$ cat config.mk
export PLATFORM = sky130hd
export DESIGN_NAME = key_filter
export DESIGN_NICKNAME = d
export VERILOG_FILES = /design/src/rtl/key_filter_pkg.sv /design/src/rtl/sync_2ff.sv /design/src/rtl/key_filter.sv
export SDC_FILE = /design/constraint.sdc
export NUM_CORES = 1
export LEC_CHECK = 0
export ABC_CLOCK_PERIOD_IN_PS = 3200
export BUFFER_PORTS_ARGS = -buffer_cell sky130_fd_sc_hd__buf_2
export CAP_MARGIN = 20
export CORE_MARGIN = 2
export CORE_UTILIZATION = 30
export DETAILED_ROUTE_END_ITERATION = 6
export GPL_ROUTABILITY_DRIVEN = 0
export PLACE_DENSITY = 0.44
export SLEW_MARGIN = 20
export SYNTH_ARGS = -nofsm -noshare
export SYNTH_HDL_FRONTEND = slang
export SYNTH_SLANG_ARGS = --single-unit
$ cat constraint.sdc
create_clock -name sys_clk -period 3.2 [get_ports sys_clk]
set_input_delay 0.32 -clock sys_clk [delete_from_list [all_inputs] [get_ports sys_clk]]
set_output_delay 0.32 -clock sys_clk [all_outputs]
set_load 0.1 [all_outputs]
$ cat src/rtl/key_filter_pkg.sv
// Shared LED/key project definitions: key FSM encodings and default timing constants.
package key_filter_pkg;

  localparam int unsigned CNT_W  = 20;
  localparam int unsigned LCNT_W = 26;

  // 20 ms debounce and 1 s long-press at 50 MHz
  localparam logic [CNT_W-1:0]  FILTER_VAL_DEF = 20'd999_999;
  localparam logic [LCNT_W-1:0] LONG_VAL_DEF   = 26'd49_999_999;

  typedef enum logic [1:0] {
    IDLE       = 2'd0,
    PRESS_FILT = 2'd1,
    DOWN       = 2'd2,
    REL_FILT   = 2'd3
  } key_fsm_t;

endpackage

$ cat src/rtl/sync_2ff.sv
// Two-flop synchronizer for a single asynchronous bit, with selectable reset value.
module sync_2ff #(
  parameter logic rst_val = 1'b1
) (
  input  logic clk,
  input  logic rst_n,
  input  logic d,
  output logic q
);

  logic meta;

  always_ff @(posedge clk or negedge rst_n) begin
    if (!rst_n) begin
      meta <= rst_val;
      q    <= rst_val;
    end else begin
      meta <= d;
      q    <= meta;
    end
  end

endmodule

$ cat src/rtl/key_filter.sv
// Debounced key with press pulse, pressed level and one-shot long-press pulse.
// Raw key is active-low; key_state is active-high.
module key_filter
  import key_filter_pkg::*;
#(
  parameter logic [CNT_W-1:0]  filter_val = FILTER_VAL_DEF,
  parameter logic [LCNT_W-1:0] long_val   = LONG_VAL_DEF
) (
  input  logic sys_clk,
  input  logic rst_n,
  input  logic key_in,
  output logic key_flag,
  output logic key_state,
  output logic key_long
);

  logic              key_s;
  key_fsm_t          state;
  logic [CNT_W-1:0]  cnt;
  logic [LCNT_W-1:0] lcnt;
  logic              long_done;

  // Reset to released so reset itself never looks like a press
  sync_2ff #(.rst_val(1'b1)) u_sync (
    .clk   (sys_clk),
    .rst_n (rst_n),
    .d     (key_in),
    .q     (key_s)
  );

  always_ff @(posedge sys_clk or negedge rst_n) begin
    if (!rst_n) begin
      state     <= IDLE;
      cnt       <= '0;
      lcnt      <= '0;
      long_done <= 1'b0;
      key_flag  <= 1'b0;
      key_state <= 1'b0;
      key_long  <= 1'b0;
    end else begin
      key_flag <= 1'b0;
      key_long <= 1'b0;
      case (state)
        IDLE: begin
          if (!key_s) begin
            state <= PRESS_FILT;
            cnt   <= '0;
          end
        end
        PRESS_FILT: begin
          if (key_s) begin
            state <= IDLE;
            cnt   <= '0;
          end else if (cnt == filter_val) begin
            state     <= DOWN;
            key_flag  <= 1'b1;
            key_state <= 1'b1;
            lcnt      <= '0;
            long_done <= 1'b0;
          end else begin
            cnt <= cnt + CNT_W'(1);
          end
        end
        DOWN: begin
          // long_done keeps the pulse one-shot while lcnt sits saturated
          if (lcnt == long_val && !long_done) begin
            key_long  <= 1'b1;
            long_done <= 1'b1;
          end
          if (key_s) begin
            state <= REL_FILT;
            cnt   <= '0;
          end else if (lcnt != long_val) begin
            lcnt <= lcnt + LCNT_W'(1);
          end
        end
        REL_FILT: begin
          if (!key_s) begin
            state <= DOWN;
          end else if (cnt == filter_val) begin
            state     <= IDLE;
            key_state <= 1'b0;
            cnt       <= '0;
          end else begin
            cnt <= cnt + CNT_W'(1);
          end
        end
        default: begin
          state     <= IDLE;
          key_state <= 1'b0;
          cnt       <= '0;
        end
      endcase
    end
  end

endmodule

# Word-level counts from Yosys, hierarchy flattened
# Index checks and enable logic that the tools add are counted.
totals:
  word_cells: 71
  register_bits: 54
  out_inout_bits: 3
  in_bits: 3
op_classes:
  n_eq_ne: 18
  n_mux: 32
  reduce_logical: 10
  n_addsub: 2
ops:
  columns: ["operator", "count"]
  rows:
  - ["two-way mux 20 bit", 6]
  - ["two-way mux 26 bit", 4]
  - ["one-hot mux 20 bit (4 select lines)", 1]
  - ["one-hot mux 26 bit (2 select lines)", 1]
  - ["adder 26 x 1 -> 26 bit, second input constant", 1]
  - ["== test 26 bit, second input constant", 1]
  - ["!= test 26 bit, second input constant", 1]
  - ["adder 20 x 1 -> 20 bit, second input constant", 1]
  - ["== test 20 bit, second input constant", 1]
  - ["!= test 2 bit, second input constant", 7]
  - ["two-way mux 2 bit", 6]
  - ["AND reduction 4 bit", 3]
  - ["two-way mux 1 bit", 11]
  - ["AND reduction 5 bit", 2]
  - ["one-hot mux 2 bit (4 select lines)", 1]
  - ["!= test 3 x 2 -> 1 bit, second input constant", 2]
  - ["== test 2 bit, second input constant", 2]
  - ["!= test 2 x 1 -> 1 bit, second input constant", 2]
  - ["one-hot mux 1 bit (2 select lines)", 2]
  - ["nonzero test 2 bit", 2]
  - ["!= test 3 bit, second input constant", 1]
  - ["== test 2 x 1 -> 1 bit, second input constant", 1]
  - ["logical NOT 2 bit", 1]
  - ["logical AND 1 bit", 1]
  - ["logical NOT 1 bit", 1]

# Logic depth before layout (Yosys ltp)
# Gate-level depths: netlist (run 1).
depth:
  ltp_word: 4
  depth_mapped: 8
  ltp_nobuf: 6

# Hierarchy
# From an unflattened synthesis (run 1), not the netlist that was laid out.
unflattened:
  hier_cells: 324
  hier_area_um2: 3019.1
by_module_without_submodules:
  columns: ["mod", "n_inst", "cells_each", "seq_area_each_um2", "area_each_um2"]
  rows:
  - ["key_filter", 1, 322, 1301.2, 2966.6]
  - ["sync_2ff", 1, 2, 52.6, 52.6]

# Worst setup path after synthesis (run 1)
# No wires, ideal clock.
synth_timing:
  kind: "flip-flop to flip-flop"
  from: "register cnt[10]"
  to: "register lcnt[7]"
  period_less_slack_ns: 2.414
  setup_time_ns: 0.139
  stages_incl_launch_ff: 7
  path_buffers: 1
  arrival_time_ns: 2.275
  t_required_ns: 3.061
  slack_ns: 0.786
  cell_sequence: "dfrtp_1 -> or4_4 -> nor4_4 -> nand4b_1 -> a211oi_4 -> buf_6 -> a31oi_1"
synth_via:
  elab_chain_cells: 3
synth_rtl:
  columns: ["element", "line_no", "source"]
  rows:
  - ["from (decl)", "key_filter.sv:19", "logic [CNT_W-1:0] cnt;"]
  - ["from (signal assigned)", "key_filter.sv:61", "cnt <= cnt + CNT_W'(1);"]
  - ["from (signal assigned)", "key_filter.sv:85", "cnt <= cnt + CNT_W'(1);"]
  - ["== test 20 bit", "key_filter.sv:54", "end else if (cnt == filter_val) begin"]
  - ["!= test 2 bit (no source line)", null, null]
  - ["AND reduction 5 bit (no source line)", null, null]
  - ["to (signal assigned)", "key_filter.sv:74", "lcnt <= lcnt + LCNT_W'(1);"]
  - ["to (decl)", "key_filter.sv:20", "logic [LCNT_W-1:0] lcnt;"]
# No other way between the ends.
# A chain may end at the register's enable or synchronous reset.

# Final worst setup path (run 1)
layout_timing:
  from: "register cnt[10]"
  to: "register lcnt[1]"
# Same word-level chain as after synthesis.

==> results.py, run 1 <==
metrics = {
    "route": {
        "wl_um": 8170,
        "num_vias": 2811,
        "via_per_inst": 5.51,
        "wl_per_cell_um": 16.0,
        "drt-pass1-iter-count": 4,
        "drtAntennaViolNets": 0,
        "drc": 0,
        "drt-initial-drc-count": 81,
    },
    "clocking": {
        "cts_tree": "built",
        "hold_buffers": 0,
        "cts.sink_count": 54,
        "htreeDepth": 2,
        "numCtsBuffers": 5,
        "cts-root-buf": "clkbuf_8",
        "clk_pin_slew_ns": 0.10,
        "post_cts_buffers": 0,
        "post_cts_resized": 0,
        "clk_latency_ns": 0.32,
        "clk_path_buf_depth": 2,
    },
    "cells_and_area": {
        "nFillCells": 1117,
        "area_growth_pct": 8.64,
        "fin_cells": 510,
        "layout-drive-gt1-share_pct": 9.63,
        "multi_input_area_um2": 1740,
        "final_util_pct": 33.7,
        "seqCellArea_um2": 1350,
        "n_antenna_cell": 0,
        "nNetsFinal": 379,
    },
    "sta": {
        "drv_slew": 0,
        "worst_slew_pin_slew_ns": 0.812,
        "tns_ns": 0,
        "finClkSkew_ns": 0.0142,
        "period_share_pct": 81.2,
        "layout_min_cycle_time_ns": 2.60,
        "fin_ws_ns": 0.601,
        "setup_violations": 0,
        "hold_viol": 0,
        "rsz0062_at_grt": "false",
        "clock.fmax_ghz": 0.385,
        "slew_headroom_pct": 45.4,
    },
    "logic_synthesis": {
        "ys_seq_area_share_pct": 42.1,
        "synth_cell_type_count": 54,
        "synthTopCellsByCount": "52 x dfrtp_1, 41 x nand2_1, 29 x a21oi_1, 28 x a31oi_1, 24 x nor2_1",
        "synth.avg_cell_area_um2": 8.67,
        "synthArstFlopShare_pct": 100,
        "syn-cell-area_um2": 3220,
        "synth_top_area_share_pct": 40.5,
        "synth_ff_type": "dfrtp_1",
        "ys_top_cells_by_area": "dfrtp_1 40%, a31oi_1 5.4%, nand2_1 4.8%",
        "syn-num-nets": 376,
        "yosysTopAreaCell": "dfrtp_1",
        "synth_most_common_cell": "dfrtp_1",
        "ys_ff_latch": 54,
        "synth_edf_count": 0,
        "synth_warnings": 0,
        "synthCells": 371,
    },
    "run": {
        "cap_violations": 0,
    },
    "setup_path": {
        "required_ns": 3.45,
        "worstSetupStartpointType": "flop",
        "worstRegToRegCells": 7,
        "cp-end-kind": "flop",
        "critical_path_class": "flop to flop",
        "worstPathArrival_ns": 2.85,
        "crit_fanout": 26,
    },
    "place": {
        "post-place-ws_ns": 0.594,
        "place_hpwl_um": 5470,
        "dp.cells": 503,
        "numPortBuffers": 5,
    },
    "global_routing": {
        "grt_use_total_pct": 15.1,
        "grt_pass1_wl_um": 14100,
        "grt_max_degree": 55,
        "antenna_found_initial": 0,
        "grt_remaining_overflow": 0,
        "grt_pass1_vias": 2805,
    },
    "min_path": {
        "hold_depth": 1,
        "min_path_type": "primary input to flop",
    },
    "power_and_ir_drop": {
        "p_per_area_nw_per_um2": 325,
        "p_leak_nw": 1.26,
        "power_w": 0.00114,
        "peakVddDrop_mv": 0.139,
    },
    "floorplanning": {
        "pin_count": 6,
        "start_util_pct": 31.0,
        "core_area_um2": 10400,
        "rows": 37,
        "fp.dieW_um": 108,
        "dieArea_um2": 11600,
        "die_h_um": 108,
    },
    "status": {
        "status": "finished clean",
    },
}
==> worst max-delay path, cell delays in order, from the launching register on <==
cell	delay, ns
dfrtp_1	0.48
or4_4	0.59
nor4_4	0.29
buf_4	0.20
nand4b_1	0.16
a211oi_4	0.26
buf_4	0.34
mux2i_1	0.21
==> metal layers <==
metal / vias to the layer above / track usage (%) / wire length [µm]
li1: 1403 / - / -
met2: 10 / 25.3 / 3920
met4: 0 / 3.30 / 61
met5: - / 0 / 0
met3: 7 / 2.78 / 133
met1: 1391 / 20.2 / 4050
==> sequential cells by signal, summed over array words and instances, names as in the netlist, named ones only <==
name,cells
cnt,20
key_flag,1
key_long,1
key_state,1
lcnt,26
long_done,1
state,1
u_sync.meta,1
u_sync.q,1
==> worst paths after layout <==
check / startpoint / end / slack [ns]
worst max-delay path: cnt[10] / lcnt[1] / 0.60
worst min-delay path: key_in / u_sync.meta / 0.10
worst max register to register: cnt[10] / lcnt[1] / 0.60
worst min register to register: u_sync.meta / u_sync.q / 0.36
max in group asynchronous: rst_n / key_state / 2.58
min in group asynchronous: rst_n / lcnt[13] / 0.14
==> cell usage in the layout (no fill, tap or decap), types with 5 or more instances in the layout <==
| cell | n |
|---|---|
| a21oi_1 | 29 |
| a31oi_1 | 27 |
| a41oi_1 | 6 |
| and2_1 | 5 |
| and3_1 | 7 |
| buf_2 | 5 |
| buf_4 | 10 |
| clkbuf_8 | 5 |
| dfrtp_1 | 52 |
| inv_1 | 14 |
| nand2_1 | 41 |
| nand2b_1 | 6 |
| nand3_1 | 21 |
| nand4_1 | 16 |
| nand4b_1 | 5 |
| nor2_1 | 24 |
| nor2b_1 | 6 |
| nor4_1 | 6 |
| o211ai_1 | 8 |
| o21ai_0 | 17 |
| or3_1 | 6 |
==> area by class of cell <==
| type | count | share of cell area (%) |
|---|---|---|
| tap | 136 | 4.87 |
| clock buffer | 6 | 2.08 |
| multi-input combinational | 284 | 49.7 |
| sequential | 54 | 38.8 |
| inverter | 14 | 1.50 |
| timing repair buffer | 15 | 2.87 |
| clock inverter | 1 | 0.215 |
==> report_power, final <==
group / total [W] / internal, W / switching, W
registers: 0.000697 / 0.000687 / 0.0000101
clock network: 0.000391 / 0.000151 / 0.000240
logic: 0.0000479 / 0.0000141 / 0.0000338
==> cell families (layout without fill, tap and decap cells) <==
logic type | Yosys count | in the layout | synth area share (%)
AND/OR/NAND/NOR | 161 | 161 | 27.5
multiplexers | 3 | 3 | 0.973
XOR/XNOR | 5 | 5 | 1.36
AO/OA/AOI/OAI | 113 | 113 | 22.9
buffers and inverters | 33 | 36 | 4.36
adder cells (fa/ha/maj) | 2 | 2 | 0.778
flip-flops | 54 | 54 | 42.1
==> through the flow <==
step | cell area (µm²) | hold WS (ns)
3_3_place_gp | 3400 | 0.347
5_1_grt | 3490 | 0.0813
3_5_place_dp | 3410 | 0.349
6_report | 3490 | 0.102
4_1_cts | 3490 | 0.0878
2_1_floorplan | 3220 | 0.0244
(Power assumes the default switching activity.)
==> run 2: changes to the inputs <==
- ABC_AREA: not set -> 1
- ABC_CLOCK_PERIOD_IN_PS: 3200 -> 2200
- PLACE_DENSITY: 0.44 -> 0.46
- clock period: 3.2 -> 2.2 ns (I/O delays scaled with it)
==> results.py, run 2 <==
metrics = {
    "status": {
        "status": "finished clean",
    },
    "cells_and_area": {
        "largest_register": "lcnt",
        "n_antenna_cell": 0,
        "top_regs": "lcnt x26, cnt x20",
        "seqCellArea_um2": 1360,
        "area_growth_pct": 11.4,
        "nFillCells": 1261,
        "largest_reg_flops": 26,
        "nNetsFinal": 568,
        "final_common_cell": "nand2_1",
        "multi_input_area_um2": 2050,
        "mostFrequentLayoutCells": "198 x nand2_1, 77 x nor2_1, 58 x nand3_1, 51 x dfrtp_1, 41 x inv_1",
        "layout-drive-gt1-share_pct": 10.5,
    },
    "logic_synthesis": {
        "synthCells": 551,
        "synthArstFlopShare_pct": 100,
        "yosysTopAreaCell": "dfrtp_1",
        "ys_seq_area_share_pct": 37.0,
        "synth_ff_type": "dfrtp_1",
        "synth_edf_count": 0,
        "syn-num-nets": 556,
        "synth_warnings": 0,
        "syn-cell-area_um2": 3660,
        "synth_most_common_cell": "nand2_1",
        "synth.avg_cell_area_um2": 6.65,
        "ys_top_cells_by_area": "dfrtp_1 36%, nand2_1 20%, nand3_1 7.9%",
        "synth_cell_type_count": 36,
        "synthTopCellsByCount": "198 x nand2_1, 77 x nor2_1, 58 x nand3_1, 52 x dfrtp_1, 41 x inv_1",
        "ys_ff_latch": 54,
        "synth_top_area_share_pct": 35.5,
    },
    "sta": {
        "finClkSkew_ns": 0.00839,
        "drv_slew": 0,
        "slew_headroom_pct": 64.1,
        "hold_viol": 0,
        "tns_ns": 0,
        "clock.fmax_ghz": 0.525,
        "worst_slew_pin_slew_ns": 0.535,
        "period_share_pct": 86.6,
        "layout_min_cycle_time_ns": 1.90,
        "rsz0062_at_grt": "false",
        "setup_violations": 0,
    },
    "floorplanning": {
        "pin_count": 6,
        "fp.dieW_um": 114,
        "core_area_um2": 12000,
        "start_util_pct": 30.6,
        "die_h_um": 114,
        "rows": 40,
        "dieArea_um2": 13100,
    },
    "clocking": {
        "cts-root-buf": "clkbuf_16",
        "cts_tree": "built",
        "numCtsBuffers": 5,
        "htreeDepth": 2,
        "clk_latency_ns": 0.30,
        "clk_pin_slew_ns": 0.07,
        "cts.sink_count": 54,
        "clk_path_buf_depth": 2,
        "post_cts_buffers": 0,
    },
    "global_routing": {
        "grt_max_degree": 55,
        "grt_use_total_pct": 15.5,
        "antenna_found_initial": 0,
        "grt_remaining_overflow": 0,
        "grt_pass1_vias": 3176,
        "grt_pass1_wl_um": 16100,
    },
    "setup_path": {
        "r2r_end": "cnt[5]",
        "critical_path_class": "flop to flop",
        "worstRegToRegCells": 9,
        "required_ns": 2.39,
        "worstSetupStartpointType": "flop",
        "cp-end-kind": "flop",
        "worstPathArrival_ns": 2.10,
        "r2r-start": "cnt[0]",
        "crit_fanout": 18,
        "r2r_slack_ns": 0.30,
    },
    "route": {
        "num_vias": 3386,
        "drt-initial-drc-count": 222,
        "wl_um": 9320,
        "drtAntennaViolNets": 0,
        "drt-pass1-iter-count": 5,
        "via_per_inst": 4.76,
        "drc": 0,
        "wl_per_cell_um": 13.1,
    },
    "power_and_ir_drop": {
        "p_leak_nw": 1.82,
        "p_per_area_nw_per_um2": 481,
        "peakVddDrop_mv": 0.304,
        "power_w": 0.00196,
    },
    "min_path": {
        "min_to": "u_sync.q",
        "worstHoldStart": "u_sync.meta",
        "min_path_type": "flop to flop",
        "hold_depth": 0,
    },
    "place": {
        "numPortBuffers": 5,
        "place_hpwl_um": 6910,
    },
    "run": {
        "cap_violations": 0,
    },
}
-- run 2: cell types whose count changed after synthesis, moves of 7 or more --
cell	previous run	this run
nand2_1	41	198
nor2_1	24	77
nand3_1	21	58
a31oi_1	28	1
inv_1	14	41
a21oi_1	29	8
nand2_2	0	12
clkbuf_1	15	4
o211ai_1	8	0
and3_1	7	0
-- run 2: cell families after synthesis --
family,synth area share [%]
AO/OA/AOI/OAI,5.36
adder cells (fa/ha/maj),0.683
AND/OR/NAND/NOR,46.1
XOR/XNOR,3.83
flip-flops,37.0
buffers and inverters,7.07
-- run 2: repair_timing --
action                     4_1_cts  5_1_grt
hold endpoints to repair        53        0
resized for setup                0        3
hold buffers                     2        0
setup endpoints to repair        0        7
-- run 2: how the worst max path moves through the flow --
stage / start / to / slack, ns / cells past startpoint
floorplan: cnt[0] / lcnt[6] / 0.53 / 10
global placement: cnt[0] / cnt[8] / 0.31 / 8
detailed placement: cnt[0] / cnt[8] / 0.22 / 8
CTS: cnt[0] / cnt[8] / 0.21 / 8
global route: cnt[0] / cnt[19] / 0.03 / 11
finish: cnt[0] / cnt[5] / 0.30 / 9
-- run 2: final cells by class --
class / instances / area share, %
Multi-Input combinational cell: 438 / 50.2
Timing Repair Buffer: 18 / 4.05
Clock inverter: 2 / 0.307
Sequential cell: 54 / 33.2
Clock buffer: 6 / 3.40
Inverter: 46 / 4.29
Tap cell: 147 / 4.51
-- run 2: routing by layer --
| metal | GRT usage [%] | routed length, µm | part of all wire [%] |
|---|---|---|---|
| met5 | 0 | 0 | 0 |
| met4 | 4.23 | 125 | 1.3 |
| met3 | 2.54 | 433 | 4.6 |
| met2 | 22.3 | 3860 | 41 |
| met1 | 23.7 | 4900 | 53 |
-- run 2: stage by stage --
step | util [%] | cell area, µm² | setup WS, ns | std cells | hold slack (ns)
finish | 34.1 | 4080 | 0.296 | 711 | 0.358
global placement | 32.6 | 3910 | 0.310 | 701 | 0.254
CTS | 34.1 | 4080 | 0.205 | 711 | 0.360
floorplan | - | 3660 | 0.526 | 551 | -0.0756
global route | 34.1 | 4080 | 0.0338 | 711 | 0.363
detailed placement | 32.6 | 3910 | 0.223 | 701 | 0.253
-- run 2: report_power, final --
group          internal [W]  leakage [nW]  total (W)  switching [W]
combinational     0.0000307          1.01   0.000108      0.0000773
clock              0.000453        0.0729   0.000847       0.000394
sequential         0.000999         0.743    0.00101     0.00000764
-- run 2: worst max-delay path: stages, from the launching register on --
cell,delay [ns]
dfrtp_2,0.41
ha_1,0.23
nand3_1,0.14
nor2_1,0.15
nand3_2,0.16
nand2_2,0.15
nand2_4,0.16
buf_4,0.21
a21oi_1,0.13
nor2_1,0.06
